$ cat config.mk
export PLATFORM = sky130hd
export DESIGN_NAME = alu_pipe
export DESIGN_NICKNAME = d
export VERILOG_FILES = /design/src/rtl/alu_pkg.sv /design/src/rtl/alu_core.sv /design/src/rtl/alu_pipe.sv
export SDC_FILE = /design/constraint.sdc
export NUM_CORES = 1
export LEC_CHECK = 0
export CAP_MARGIN = 20
export CORE_MARGIN = 2
export CORE_UTILIZATION = 49
export DETAILED_ROUTE_END_ITERATION = 10
export DONT_BUFFER_PORTS = 1
export HOLD_SLACK_MARGIN = 0.05
export SYNTH_ARGS = -nofsm -noshare
export SYNTH_HDL_FRONTEND = slang
export SYNTH_SLANG_ARGS = --single-unit
$ cat constraint.sdc
create_clock -name clk -period 6.35 [get_ports clk]
set_clock_uncertainty 0.1 [all_clocks]
set_input_delay 1.27 -clock clk [delete_from_list [all_inputs] [get_ports clk]]
set_output_delay 1.27 -clock clk [all_outputs]
set_load 0.05 [all_outputs]
$ cat src/rtl/alu_pkg.sv
// alu_pkg: opcodes and status flag type shared by the ALU pipeline
package alu_pkg;
  localparam logic [2:0] ALU_ADD = 3'd0;
  localparam logic [2:0] ALU_SUB = 3'd1;
  localparam logic [2:0] ALU_AND = 3'd2;
  localparam logic [2:0] ALU_OR  = 3'd3;
  localparam logic [2:0] ALU_XOR = 3'd4;
  localparam logic [2:0] ALU_SLL = 3'd5;
  localparam logic [2:0] ALU_SRL = 3'd6;
  localparam logic [2:0] ALU_SLT = 3'd7;
  typedef struct packed {
    logic zero;
    logic carry;
    logic ovf;
  } alu_flags_t;
endpackage

$ cat src/rtl/alu_core.sv
// alu_core: combinational eight-operation ALU with zero/carry/overflow flags
module alu_core
  import alu_pkg::*;
#(
  parameter int WIDTH = 32
) (
  input  logic [WIDTH-1:0] a,
  input  logic [WIDTH-1:0] b,
  input  logic [2:0]       op,
  output logic [WIDTH-1:0] result,
  output alu_flags_t       flags
);
  localparam int SHW = $clog2(WIDTH);
  logic [WIDTH:0]   sum;
  logic [WIDTH:0]   diff;
  logic [SHW-1:0]   sh;
  always_comb begin
    sum  = {1'b0, a} + {1'b0, b};
    diff = {1'b0, a} + {1'b0, ~b} + (WIDTH+1)'(1);
    sh   = b[SHW-1:0];
    result = op == ALU_ADD ? sum[WIDTH-1:0]
           : op == ALU_SUB ? diff[WIDTH-1:0]
           : op == ALU_AND ? a & b
           : op == ALU_OR  ? a | b
           : op == ALU_XOR ? a ^ b
           : op == ALU_SLL ? a << sh
           : op == ALU_SRL ? a >> sh
           : {{(WIDTH-1){1'b0}}, $signed(a) < $signed(b)};
    flags.zero  = result == '0;
    flags.carry = op == ALU_ADD ? sum[WIDTH] : (op == ALU_SUB) && diff[WIDTH];
    flags.ovf   = op == ALU_ADD ? (a[WIDTH-1] == b[WIDTH-1]) && (sum[WIDTH-1] != a[WIDTH-1])
                : (op == ALU_SUB) && (a[WIDTH-1] != b[WIDTH-1]) && (diff[WIDTH-1] != a[WIDTH-1]);
  end
endmodule

$ cat src/rtl/alu_pipe.sv
// alu_pipe: ALU followed by DEPTH valid/ready stages carrying result, tag and flags
module alu_pipe
  import alu_pkg::*;
#(
  parameter int WIDTH = 32,
  parameter int DEPTH = 2,
  parameter int TAG_W = 4
) (
  input  logic             clk,
  input  logic             reset,
  input  logic             in_valid,
  output logic             in_ready,
  input  logic [WIDTH-1:0] a_in,
  input  logic [WIDTH-1:0] b_in,
  input  logic [2:0]       op_in,
  input  logic [TAG_W-1:0] tag_in,
  output logic             out_valid,
  input  logic             out_ready,
  output logic [WIDTH-1:0] result_out,
  output logic [TAG_W-1:0] tag_out,
  output logic             flag_zero,
  output logic             flag_carry,
  output logic             flag_ovf
);
  localparam int SW = WIDTH + TAG_W + 3;
  logic [WIDTH-1:0]            core_res;
  alu_flags_t                  core_flags;
  logic [DEPTH-1:0]            v;
  logic [DEPTH-1:0]            rdy;
  logic [DEPTH-1:0][SW-1:0]    st;
  logic [DEPTH-1:0]            up_v;
  logic [DEPTH-1:0][SW-1:0]    up_d;
  alu_core #(.WIDTH(WIDTH)) u_core (
    .a      (a_in),
    .b      (b_in),
    .op     (op_in),
    .result (core_res),
    .flags  (core_flags)
  );
  // stage i is fed by stage i-1; stage 0 by the ALU output
  assign up_v = DEPTH'({v, in_valid});
  assign up_d = (DEPTH*SW)'({st, core_res, tag_in, core_flags});
  // a stage can load unless it and every stage after it are full and the consumer stalls
  for (genvar i = 0; i < DEPTH; i++) begin : g_rdy
    assign rdy[i] = out_ready || !(&v[DEPTH-1:i]);
  end
  always_ff @(posedge clk)
    if (reset) begin
      v  <= '0;
      st <= '0;
    end else
      for (int i = 0; i < DEPTH; i++)
        if (rdy[i]) begin
          v[i] <= up_v[i];
          if (up_v[i]) st[i] <= up_d[i];
        end
  assign in_ready  = rdy[0];
  assign out_valid = v[DEPTH-1];
  assign {result_out, tag_out, flag_zero, flag_carry, flag_ovf} = st[DEPTH-1];
endmodule

* Yosys cells after proc, flatten, opt, wreduce, memory -nomap -nowiden
Cells that the tools add are included.
Word-level totals: register bits 80, input port bits 75, output and inout bits 41, logic and storage cells 46
Operators by class: add/sub/neg operators 3, $lt $le $gt $ge 1, eq/ne operators 10, shifts and indexed selects 2, mux-type cells 9, bitwise gates (word level) 4, reductions and logical operators 13
Operator list (number):
- $mux 32 | 7
- $add 32x32->33 | 2
- $add 33x1->33 const B | 1
- $and 32x32->32 | 1
- $logic_not 32->1 | 1
- $lt 32x32->1 | 1
- $not 32->32 | 1
- $or 32x32->32 | 1
- $shl 32x5->32 | 1
- $shr 32x5->32 | 1
- $xor 32x32->32 | 1
- $eq 3x3->1 const B | 3
- $eq 3x2->1 const B | 2
- $reduce_and 2->1 | 3
- $logic_and 1x1->1 | 4
- $eq 3x1->1 const B | 1
- $logic_not 3->1 | 1
- $ne 1x1->1 | 3
- $logic_not 1->1 | 2
- $logic_or 1x1->1 | 2
- $mux 1 | 2
- $eq 1x1->1 | 1

* Logic depth before layout (Yosys ltp)
Gate-level depths: netlist (run 1).
word-level depth 9, mapped depth 19, gate-level depth less buffers 16

* By module
A second synthesis (run 1) with hierarchy kept.
Second synthesis, totals: cells, all modules 1808, area total of the unflattened synthesis 13201.4 um^2
Modules (own cells, without submodules):
- alu_core | times used 1, cells each 1416, area each 9648.0 um^2, seq. area each 0.0 um^2
- alu_pipe | times used 1, cells each 392, area each 3553.4 um^2, seq. area each 1601.5 um^2

* Worst setup path before layout (run 1)
OpenSTA, ideal clock, no wires.
kind input to register, start point input b_in[1], end point register st[2] (netlist bit), library setup time 0.069 ns, data arrival time 5.168 ns, required time 6.181 ns, setup slack 1.013 ns, stages 18, buffers on the path 4, cell sequence buf_2 -> inv_1 -> clkbuf_1 -> buf_2 -> buf_1 -> ha_1 -> nor2_1 -> o311ai_1 -> a21oi_1 -> a2111oi_0 -> o41ai_1 -> a311o_1 -> a21oi_1 -> or3_1 -> and3_1 -> and4b_1 -> nand4_1 -> o21ai_1
Between the ends: word-level cells in the longest chain between the ends 9, elaborated cells between the ends (all ways) 18, those cells by class add/sub: 3; order compare: 1; shift: 2; mux: 7; bitwise: 4; reduce/logical: 1
RTL lines:
- start, declared | RTL line alu_pipe.sv:14 | input logic [WIDTH-1:0] b_in,
- parallel branches: the longest is 7 deep, another holds $add 32x32->33
- $mux 32 * | RTL line alu_core.sv:21 | result = op == ALU_ADD ? sum[WIDTH-1:0]
- $logic_not 32->1 * | RTL line alu_core.sv:29 | flags.zero = result == '0;
- end signal, assigned by index | RTL line alu_pipe.sv:55 | if (up_v[i]) st[i] <= up_d[i];
- end, declared | RTL line alu_pipe.sv:30 | logic [DEPTH-1:0][SW-1:0] st;
Every way passes the cells marked *. A chain may end at the register's enable or synchronous reset.

* Worst setup path in the final report (run 1)
start point input b_in[9], end point register st[1] (netlist bit)
Between the ends: word-level cells in the longest chain between the ends 5, elaborated cells between the ends (all ways) 6, those cells by class add/sub: 3; mux: 1; bitwise: 1; reduce/logical: 1
RTL lines:
- $not 32->32 | RTL line alu_core.sv:19 | diff = {1'b0, a} + {1'b0, ~b} + (WIDTH+1)'(1);
- $add 32x32->33 | RTL line alu_core.sv:19
- $add 33x1->33 | RTL line alu_core.sv:19
- $logic_and 1x1->1 | RTL line alu_core.sv:30 | flags.carry = op == ALU_ADD ? sum[WIDTH] : (op == ALU_SUB) && diff[WIDTH];
- $mux 1 * | RTL line alu_core.sv:30
Every way passes the cells marked *; elsewhere a longest branch is shown, timed or not.

==> results of run 1 <==
critical path, stage by stage:
cell and delay [ns]:
inv_1 0.03, ha_1 0.60, nand4_1 0.19, a21oi_1 0.16, a21boi_0 0.47, o21ai_0 0.31
a31o_2 0.30, o311ai_0 0.65, a21o_1 0.24, a21o_1 0.13, a21o_1 0.11, a21oi_1 0.06
o22a_1 0.22, a211oi_1 0.23
report_power, final:
| group | switching (W) | internal (W) | total (W) |
|---|---|---|---|
| sequential | 0.0000402 | 0.000529 | 0.000570 |
| clock | 0.000183 | 0.000393 | 0.000575 |
| combinational | 0.000565 | 0.000339 | 0.000904 |
| total | 0.000789 | 0.00126 | 0.00205 |
kinds of logic after synthesis:
kind of cell | share of synthesized area (%)
compound gates | 31.2
xor+xnor | 1.97
fa+ha+maj | 10.1
buf+inv | 10.2
flops | 12.9
mux | 12.4
simple gates | 21.3
final timing paths:
check | slack, ns | endpoint | from | depth (start not counted)
min | 0.35 | result_out[1] | st[8] | 2
min reg2reg | 0.35 | result_out[1] | st[8] | 2
max | 1.52 | st[1] | b_in[9] | 14
max reg2reg | 3.03 | st[2] | v[1] | 12
Yosys cell counts, drive strengths merged, types with 32 or more instances:
cell type  count  area, µm²
a211oi        45        338
a21oi        184        921
buf           89        551
clkbuf        90        338
dfxtp         80       1600
ha            97       1210
inv          100        375
mux2i         49        490
mux4          32        721
nand2        234        878
nand3         37        185
nor2         178        668
nor3          32        160
o21ai        105        526
state kept, by name, indices dropped and copies added, names as in the netlist:
name        count
flag_carry      1
flag_zero       1
st             39
flag_ovf        1
v               2
tag_out         4
result_out     32
per-stage QoR:
stage	total power [W]	utilization, %	hold WS (ns)	area (µm²)	setup WS, ns
after floorplan	0.00126	-	0.332	12400	1.01
after global placement	0.00145	48.5	0.331	12200	1.40
after detailed placement	0.00145	48.5	0.339	12200	1.32
after CTS	0.00203	49.9	0.347	12500	1.65
after global routing	0.00215	49.9	0.361	12500	1.32
final	0.00205	49.9	0.347	12500	1.52
area by class of cell:
type	instances	area, µm²
multi-input cells	1420	9600
fillers	2620	12500
repair buffers	19	155
clock buffers	12	246
inverters	101	379
flip-flops and latches	80	1600
clock inverters	3	90.1
well taps	330	413
routing by layer:
layer / up-vias / GRT usage, %
li1: 6148 / -
met1: 6480 / 52.8
met2: 831 / 60.9
met3: 134 / 3.10
met4: 0 / 15.0
met5: - / 0
==> impl_results.md, run 1 <==
* Most frequent standard cell in the layout excluding fill and tap cells: nand2_1
* Worst setup SP type: primary input
* Number of placed instances with taps included at 1950
* Antenna violations before repair at 0
* Highest clock rate at 0.207 GHz
* CP Max Fanout at 15
* Area added between synthesis and finish at 0.302%
* Initial Utilization at between 40 and 50%
* Cts repair resizes at 0
* Top-Level Pins at 116
* Port Buffer Count at 0
* Number of global-route vias before repair at between 10000 and 15000
* Gr usage total at 38.0%
* Post-DP HPWL at ~40000 µm
* Synth Cell Area at 12400 µm²
* Die X at 163 µm
* Routed length on met2 at 23400 µm
* RSZ-0062 raised after global routing: false
* Floorplan Core Area at 25000 µm²
* Commonest non-fill, non-tap cells in the layout: 234 x nand2_1, 184 x a21oi_1, 178 x nor2_1, 104 x o21ai_0, 98 x inv_1
* Clock latency at the later pin of the worst-skew pair at 0.33 ns
* Maximum VDD drop at between 0.2 and 0.3 mV
* Clock Pin Slew Worst Setup and Hold Paths at 0.06 ns
* Setup TNS at 0 ns
* Count of flip-flops with a built-in enable after synthesis at 0
* Number of H-tree levels at 3
* Number of standard-cell rows in the floorplan at 58
* Largest net degree at the start of global routing at about 110
* Primary flip-flop cell chosen by synthesis mapping: dfxtp_1
* Vias after detailed routing at 13600
* Antenna-violating nets left at 0
* WL met3 at 4750 µm
* Clock tree from TritonCTS: built
* Detailed-route wire length per cell at ~27 µm
* Postcts setup bufs at 0
* Weighted congestion at the end of routability-driven global placement at 1.09
* PwrDens at 164 nW/µm²
* Max capacitance violation total at 0
* TritonCTS Sinks at 80
* Final critical-path share of the clock period at between 70% and 80%
* Portion of the post-synthesis area used by sequential elements at 12.9%
* Layout cells sized above 1 at 7.46%
* Synthesis-stage register bit count at 80
* Total Wirelength at 52300 µm
* Number of nets in the finished design at 1805
* Final hold vios at 0
* Buffers from clock root to sink, at most at 2
* Vias per Instance at 6.92
* Post-synth cell types at 83
* Minimum clock period at 4.83 ns
* Arrival time at the worst endpoint at ~5.0 ns
* Number of failing setup endpoints in the final timing report at 0
* First-pass iteration count of the detailed router at 6
* Number of clock buffers inserted by TritonCTS at 9
* Number of violations reported at the end of detailed-routing iteration 0 at ~1700
* Min-Delay Path Class: reg2reg
* Slew of the pin with the lowest slew margin at 1.14 ns
* Uppermost metal layer occupied by signal nets: met4
* Cell chosen for the clock root: clkbuf_16
* Synth Warn # at 0
* Mean instance size in the synthesized netlist at about 7 µm²
* Global-route wire length before repair at 77300 µm
* Cells after synthesis at 1780
* Die footprint at 26700 µm²
* Antenna Diode Count at 0
* Data required time at the worst endpoint at 6.49 ns
* Leakage power figure at 4.97 nW
* Slew Viols, Final at 0
* Wire length on met1 at 21800 µm
* Number of DRC violations after detailed routing at 0
* Final cell count without fillers at 1965
* Post-synthesis net count at 1954
* Number of hold buffers added after CTS at 0
* Proportion of synthesized flip-flops having asynchronous set or reset at 0%
* Remaining Overflow, GRT at 0
* Critical Path End Type: register
* Critical Setup Path Class: in2reg
* Remaining max-slew budget at the tightest pin at 23.8%
* Die Span Y at around 160 µm
* Status: finished, final reports clean
(Power assumes the default switching activity.)
==> inputs of run 2 (changes only) <==
==> constraint.sdc (replaced) <==
create_clock -name clk -period 4.95 [get_ports clk]
set_clock_uncertainty 0.1 [all_clocks]
set_input_delay 0.99 -clock clk [delete_from_list [all_inputs] [get_ports clk]]
set_output_delay 0.99 -clock clk [all_outputs]
set_load 0.05 [all_outputs]
==> impl_results.md, run 2 (synthesized netlist as in run 1, its figures left out) <==
* Status: finished, final reports clean
* Clock Pin Slew Worst Setup and Hold Paths at 0.06 ns
* Commonest non-fill, non-tap cells in the layout: 234 x nand2_1, 184 x a21oi_1, 178 x nor2_1, 104 x o21ai_0, 98 x inv_1
* Number of flip-flops in the largest register at 39
* Arrival time at the worst endpoint at 4.60 ns
* Number of clock buffers inserted by TritonCTS at 9
* Antenna-violating nets left at 0
* Port Buffer Count at 0
* Cell chosen for the clock root: clkbuf_16
* Maximum VDD drop at just under 0.3 mV
* Number of global-route vias before repair at 12600
* Remaining max-slew budget at the tightest pin at 38.8%
* Max capacitance violation total at 0
* RSZ-0062 raised after global routing: false
* Number of violations reported at the end of detailed-routing iteration 0 at 1442
* Utilization after layout at 50.6%
* Final hold vios at 0
* Die footprint at 26700 µm²
* Antenna Diode Count at 0
* CP Max Fanout at 75
* Top-Level Pins at 116
* Number of standard-cell rows in the floorplan at between 50 and 60
* Minimum clock period at 4.44 ns
* TritonCTS Sinks at 80
* Global-route wire length before repair at 76300 µm
* Clock tree from TritonCTS: built
* Post-DP HPWL at 39400 µm
* Most frequent standard cell in the layout excluding fill and tap cells: nand2_1
* Leakage power figure at 5.09 nW
* Initial Utilization at 49.7%
* Area added between synthesis and finish at 1.77%
* Slew of the pin with the lowest slew margin at 0.918 ns
* Highest clock rate at 0.225 GHz
* Vias after detailed routing at 13400
* Min-Delay Path Class: reg2reg
* Layout cells sized above 1 at 9.07%
* Setup TNS at 0 ns
* Antenna violations before repair at 0
* Slew Viols, Final at 0
* Largest register by flop count: st
* Detailed-route wire length per cell at 25.5 µm
* Number of nets in the finished design at about 1800
* Die X at 163 µm
* Die Span Y at 163 µm
* PwrDens at 201 nW/µm²
* Vias per Instance at 6.74
* Cts repair resizes at 0
* Worst setup SP type: primary input
* Remaining Overflow, GRT at 0
* Number of DRC violations after detailed routing at 0
* Clock latency at the later pin of the worst-skew pair at 0.33 ns
* Gr usage total at 37.3%
* Number of hold buffers added after CTS at 0
* Weighted congestion at the end of routability-driven global placement at 1.02
* Final critical-path share of the clock period at 89.7%
* Data required time at the worst endpoint at ~5 ns
* Total Wirelength at 50900 µm
* Critical Setup Path Class: in2reg
* Number of H-tree levels at 3
* Buffers from clock root to sink, at most at 2
* Floorplan Core Area at roughly 25000 µm²
* Postcts setup bufs at 0
* First-pass iteration count of the detailed router at 8
* Largest net degree at the start of global routing at 108
* Critical Path End Type: register
* Number of failing setup endpoints in the final timing report at 0
==> run 2: cell types whose count changed in the layout (fill, tap and decap cells not counted) <==
cell | before | now
buf_12 | 1 | 2
clkinvlp_4 | 0 | 1
buf_4 | 18 | 46
bufinv_16 | 3 | 1
clkinv_2 | 0 | 1
==> run 2: cell type report <==
class / count / area (µm²)
clock buffer: 12 / 246
clock inverter: 3 / 42.5
fill: 2648 / 12400
inverter: 101 / 379
multi-input combinational: 1420 / 9600
sequential: 80 / 1600
tap: 330 / 413
timing repair buffer: 48 / 385
==> run 2: worst max-delay path: stages <==
cell and delay (ns):
inv_2 0.12, ha_1 0.28, nor2_1 0.19, o311ai_1 0.16, a21oi_1 0.57, a2111oi_0 0.23, o41ai_1 0.67, a311o_1 0.33
a21oi_1 0.09, or3_1 0.31, and3_1 0.18, and4b_1 0.24, nand4_1 0.08, o21ai_1 0.14
==> run 2: report_power, final <==
part           switching [W]  internal [W]  leakage (nW)  total (W)
logic               0.000716      0.000458          4.30    0.00117
registers          0.0000506      0.000679         0.654   0.000730
clock network       0.000237      0.000401         0.139   0.000637
==> run 2: worst paths after layout <==
kind	startpoint	endpoint	slack (ns)	depth (start not counted)
worst max-delay path	b_in[1]	st[2]	0.51	14
worst min-delay path	st[5]	tag_out[2]	0.34	2
worst max register to register	v[1]	st[2]	1.76	11
worst min register to register	st[5]	tag_out[2]	0.34	2
==> run 2: routing by layer <==
layer	up-vias	track usage (%)	share of wire (%)
met2	762	59.4	45
met5	-	0	0
met1	6375	51.1	42
met3	114	3.35	8.4
li1	6197	-	-
met4	0	17.1	4.8
==> run 2: metrics by stage <==
stage | std cells | area, µm² | power [W] | setup WS [ns] | hold slack, ns
after global routing | 1994 | 12700 | 0.00267 | 0.161 | 0.359
after detailed placement | 1979 | 12400 | 0.00188 | 0.253 | 0.337
final | 1994 | 12700 | 0.00254 | 0.511 | 0.344
after global placement | 1979 | 12400 | 0.00188 | 0.279 | 0.334
after floorplan | 1780 | 12500 | 0.00162 | 0.0608 | 0.332
after CTS | 1994 | 12700 | 0.00253 | 0.574 | 0.345
==> inputs of run 3 (changes only) <==
==> constraint.sdc (replaced) <==
create_clock -name clk -period 5.4 [get_ports clk]
set_clock_uncertainty 0.1 [all_clocks]
set_input_delay 1.08 -clock clk [delete_from_list [all_inputs] [get_ports clk]]
set_output_delay 1.08 -clock clk [all_outputs]
set_load 0.05 [all_outputs]
==> impl_results.md, run 3 (synthesized netlist as in run 1, its figures left out) <==
* Depth of the most critical reg-to-reg path at 11
* Worst setup SP type: primary input
* Number of DRC violations after detailed routing at 0
* Critical path startpoint: b_in[7]
* Die Span Y at 163 µm
* Number of standard-cell rows in the floorplan at 58
* Largest net degree at the start of global routing at 108
* Number of H-tree levels at 3
* Critical Setup Path Class: in2reg
* Weighted congestion at the end of routability-driven global placement at 1.04
* Clock latency at the later pin of the worst-skew pair at 0.33 ns
* CP Max Fanout at 13
* Wire length on met1 at 21500 µm
* Number of fillers in the final layout at 2588
* Worst Setup Slack post-DPL at between 0.5 and 0.6 ns
* Setup TNS at 0 ns
* First-pass iteration count of the detailed router at 6
* Die X at approximately 160 µm
* Buffers from clock root to sink, at most at 2
* Routed length on met2 at between 20000 and 25000 µm
* Postcts setup bufs at 0
* Worst R2R End: st[2]
* Number of hold buffers added after CTS at 0
* Status: finished, final reports clean
* Final Power at 0.00236 W
* Cts repair resizes at 0
* WL met3 at slightly below 5000 µm
* Initial Utilization at 49.7%
* Number of violations reported at the end of detailed-routing iteration 0 at ~1900
* Number of nets in the finished design at about 1800
* Arrival time at the worst endpoint at ~4.8 ns
* Sequential cell area in the final layout at 1600 µm²
* Critical Path End Type: register
* Gr usage total at 38.4%
* Area used by multi-input combinational logic at a little under 10000 µm²
* Critical R2R Launch: v[1]
* Max capacitance violation total at 0
* Utilization after layout at between 50% and 60%
* Maximum VDD drop at 0.277 mV
* Slew Viols, Final at 0
* Global-route wire length before repair at 77900 µm
* Post-DP HPWL at 40100 µm
* Slew of the pin with the lowest slew margin at 1.01 ns
* Floorplan Core Area at around 25000 µm²
* Clock tree from TritonCTS: built
* Remaining max-slew budget at the tightest pin at 32.6%
* Remaining Overflow, GRT at 0
* Detailed-route wire length per cell at around 27 µm
* Final hold vios at 0
* Leakage power figure at 5.00 nW
* RSZ-0062 raised after global routing: false
* Setup slack, reg-to-reg at 2.20 ns
* Uppermost metal layer occupied by signal nets: met4
* Worst Slack Setup Final at roughly 0.75 ns
* Data required time at the worst endpoint at 5.54 ns
* Min-Delay Path Class: reg2reg
* Number of global-route vias before repair at 12400
* Antenna Diode Count at 0
* Cell chosen for the clock root: clkbuf_16
* Number of clock buffers inserted by TritonCTS at 9
* Clock Pin Slew Worst Setup and Hold Paths at 0.06 ns
* Area added between synthesis and finish at 0.563%
* Antenna violations before repair at 0
* Largest register by flop count: st
* Die footprint at 26700 µm²
* Number of flip-flops in the largest register at 39
* Most frequent standard cell in the layout excluding fill and tap cells: nand2_1
* Vias after detailed routing at 13600
* Top-Level Pins at 116
* Commonest non-fill, non-tap cells in the layout: 234 x nand2_1, 184 x a21oi_1, 178 x nor2_1, 104 x o21ai_0, 98 x inv_1
* TritonCTS Sinks at 80
* Layout cells sized above 1 at 7.98%
* Total Wirelength at 52400 µm
* Number of failing setup endpoints in the final timing report at 0
* Capturing instance or port of the critical path: st[1]
* Highest clock rate at 0.215 GHz
* Antenna-violating nets left at 0
* Final critical-path share of the clock period at 86.0%
* Minimum clock period at 4.65 ns
* Port Buffer Count at 0
* PwrDens at 189 nW/µm²
* Vias per Instance at between 6 and 7
==> run 3: changes by cell type in the layout (fill, tap and decap cells not counted), sizes merged <==
cell,previous run,this run
buf,48,27
bufinv,1,2
clkbuf,12,10
clkinv,2,3
clkinvlp,1,0
==> run 3: metrics by stage <==
| stage | hold slack, ns | cell area, µm² | cells |
|---|---|---|---|
| after CTS | 0.347 | 12500 | 1972 |
| after floorplan | 0.332 | 12400 | 1780 |
| after global routing | 0.361 | 12500 | 1972 |
| final | 0.345 | 12500 | 1972 |
| after global placement | 0.332 | 12200 | 1958 |
| after detailed placement | 0.338 | 12200 | 1958 |
==> run 3: metal layers <==
metal	vias up	global-route usage (%)
met4	0	17.5
li1	6143	-
met1	6488	53.0
met3	132	4.52
met5	-	0
met2	810	59.7
==> run 3: cell type report <==
| type | count | area share, % |
|---|---|---|
| clock buffers | 10 | 1.91 |
| clock inverters | 4 | 0.560 |
| flip-flops and latches | 80 | 12.8 |
| well taps | 330 | 3.30 |
| multi-input cells | 1420 | 76.7 |
| inverters | 101 | 3.03 |
| repair buffers | 27 | 1.72 |
==> run 3: worst max-delay path: stages <==
cell and delay, ns:
inv_1 0.03, ha_1 0.58, o21ai_0 0.22, a21oi_1 0.17, a21boi_0 0.60, o21ai_0 0.30, a31o_2 0.29, o311ai_0 0.52
a21o_1 0.22, a21o_1 0.14, a21o_1 0.12, a21oi_1 0.07, o22a_1 0.22, a211oi_1 0.21
==> run 3: how the worst min path moves through the flow <==
stage           start             end  slack, ns  cells after the start
2_1_floorplan   st[7]   result_out[0]       0.33                      2
3_3_place_gp    st[3]      tag_out[0]       0.33                      2
3_5_place_dp    st[0]        flag_ovf       0.34                      2
4_1_cts        st[24]  result_out[17]       0.35                      2
5_1_grt         st[2]       flag_zero       0.36                      2
6_report       st[24]  result_out[17]       0.35                      2
==> run 3: where the power goes <==
part / switching (W) / internal (W) / total (W)
Combinational: 0.000668 / 0.000403 / 0.00107
Clock: 0.000214 / 0.000410 / 0.000624
Sequential: 0.0000467 / 0.000622 / 0.000669
Total: 0.000929 / 0.00144 / 0.00236
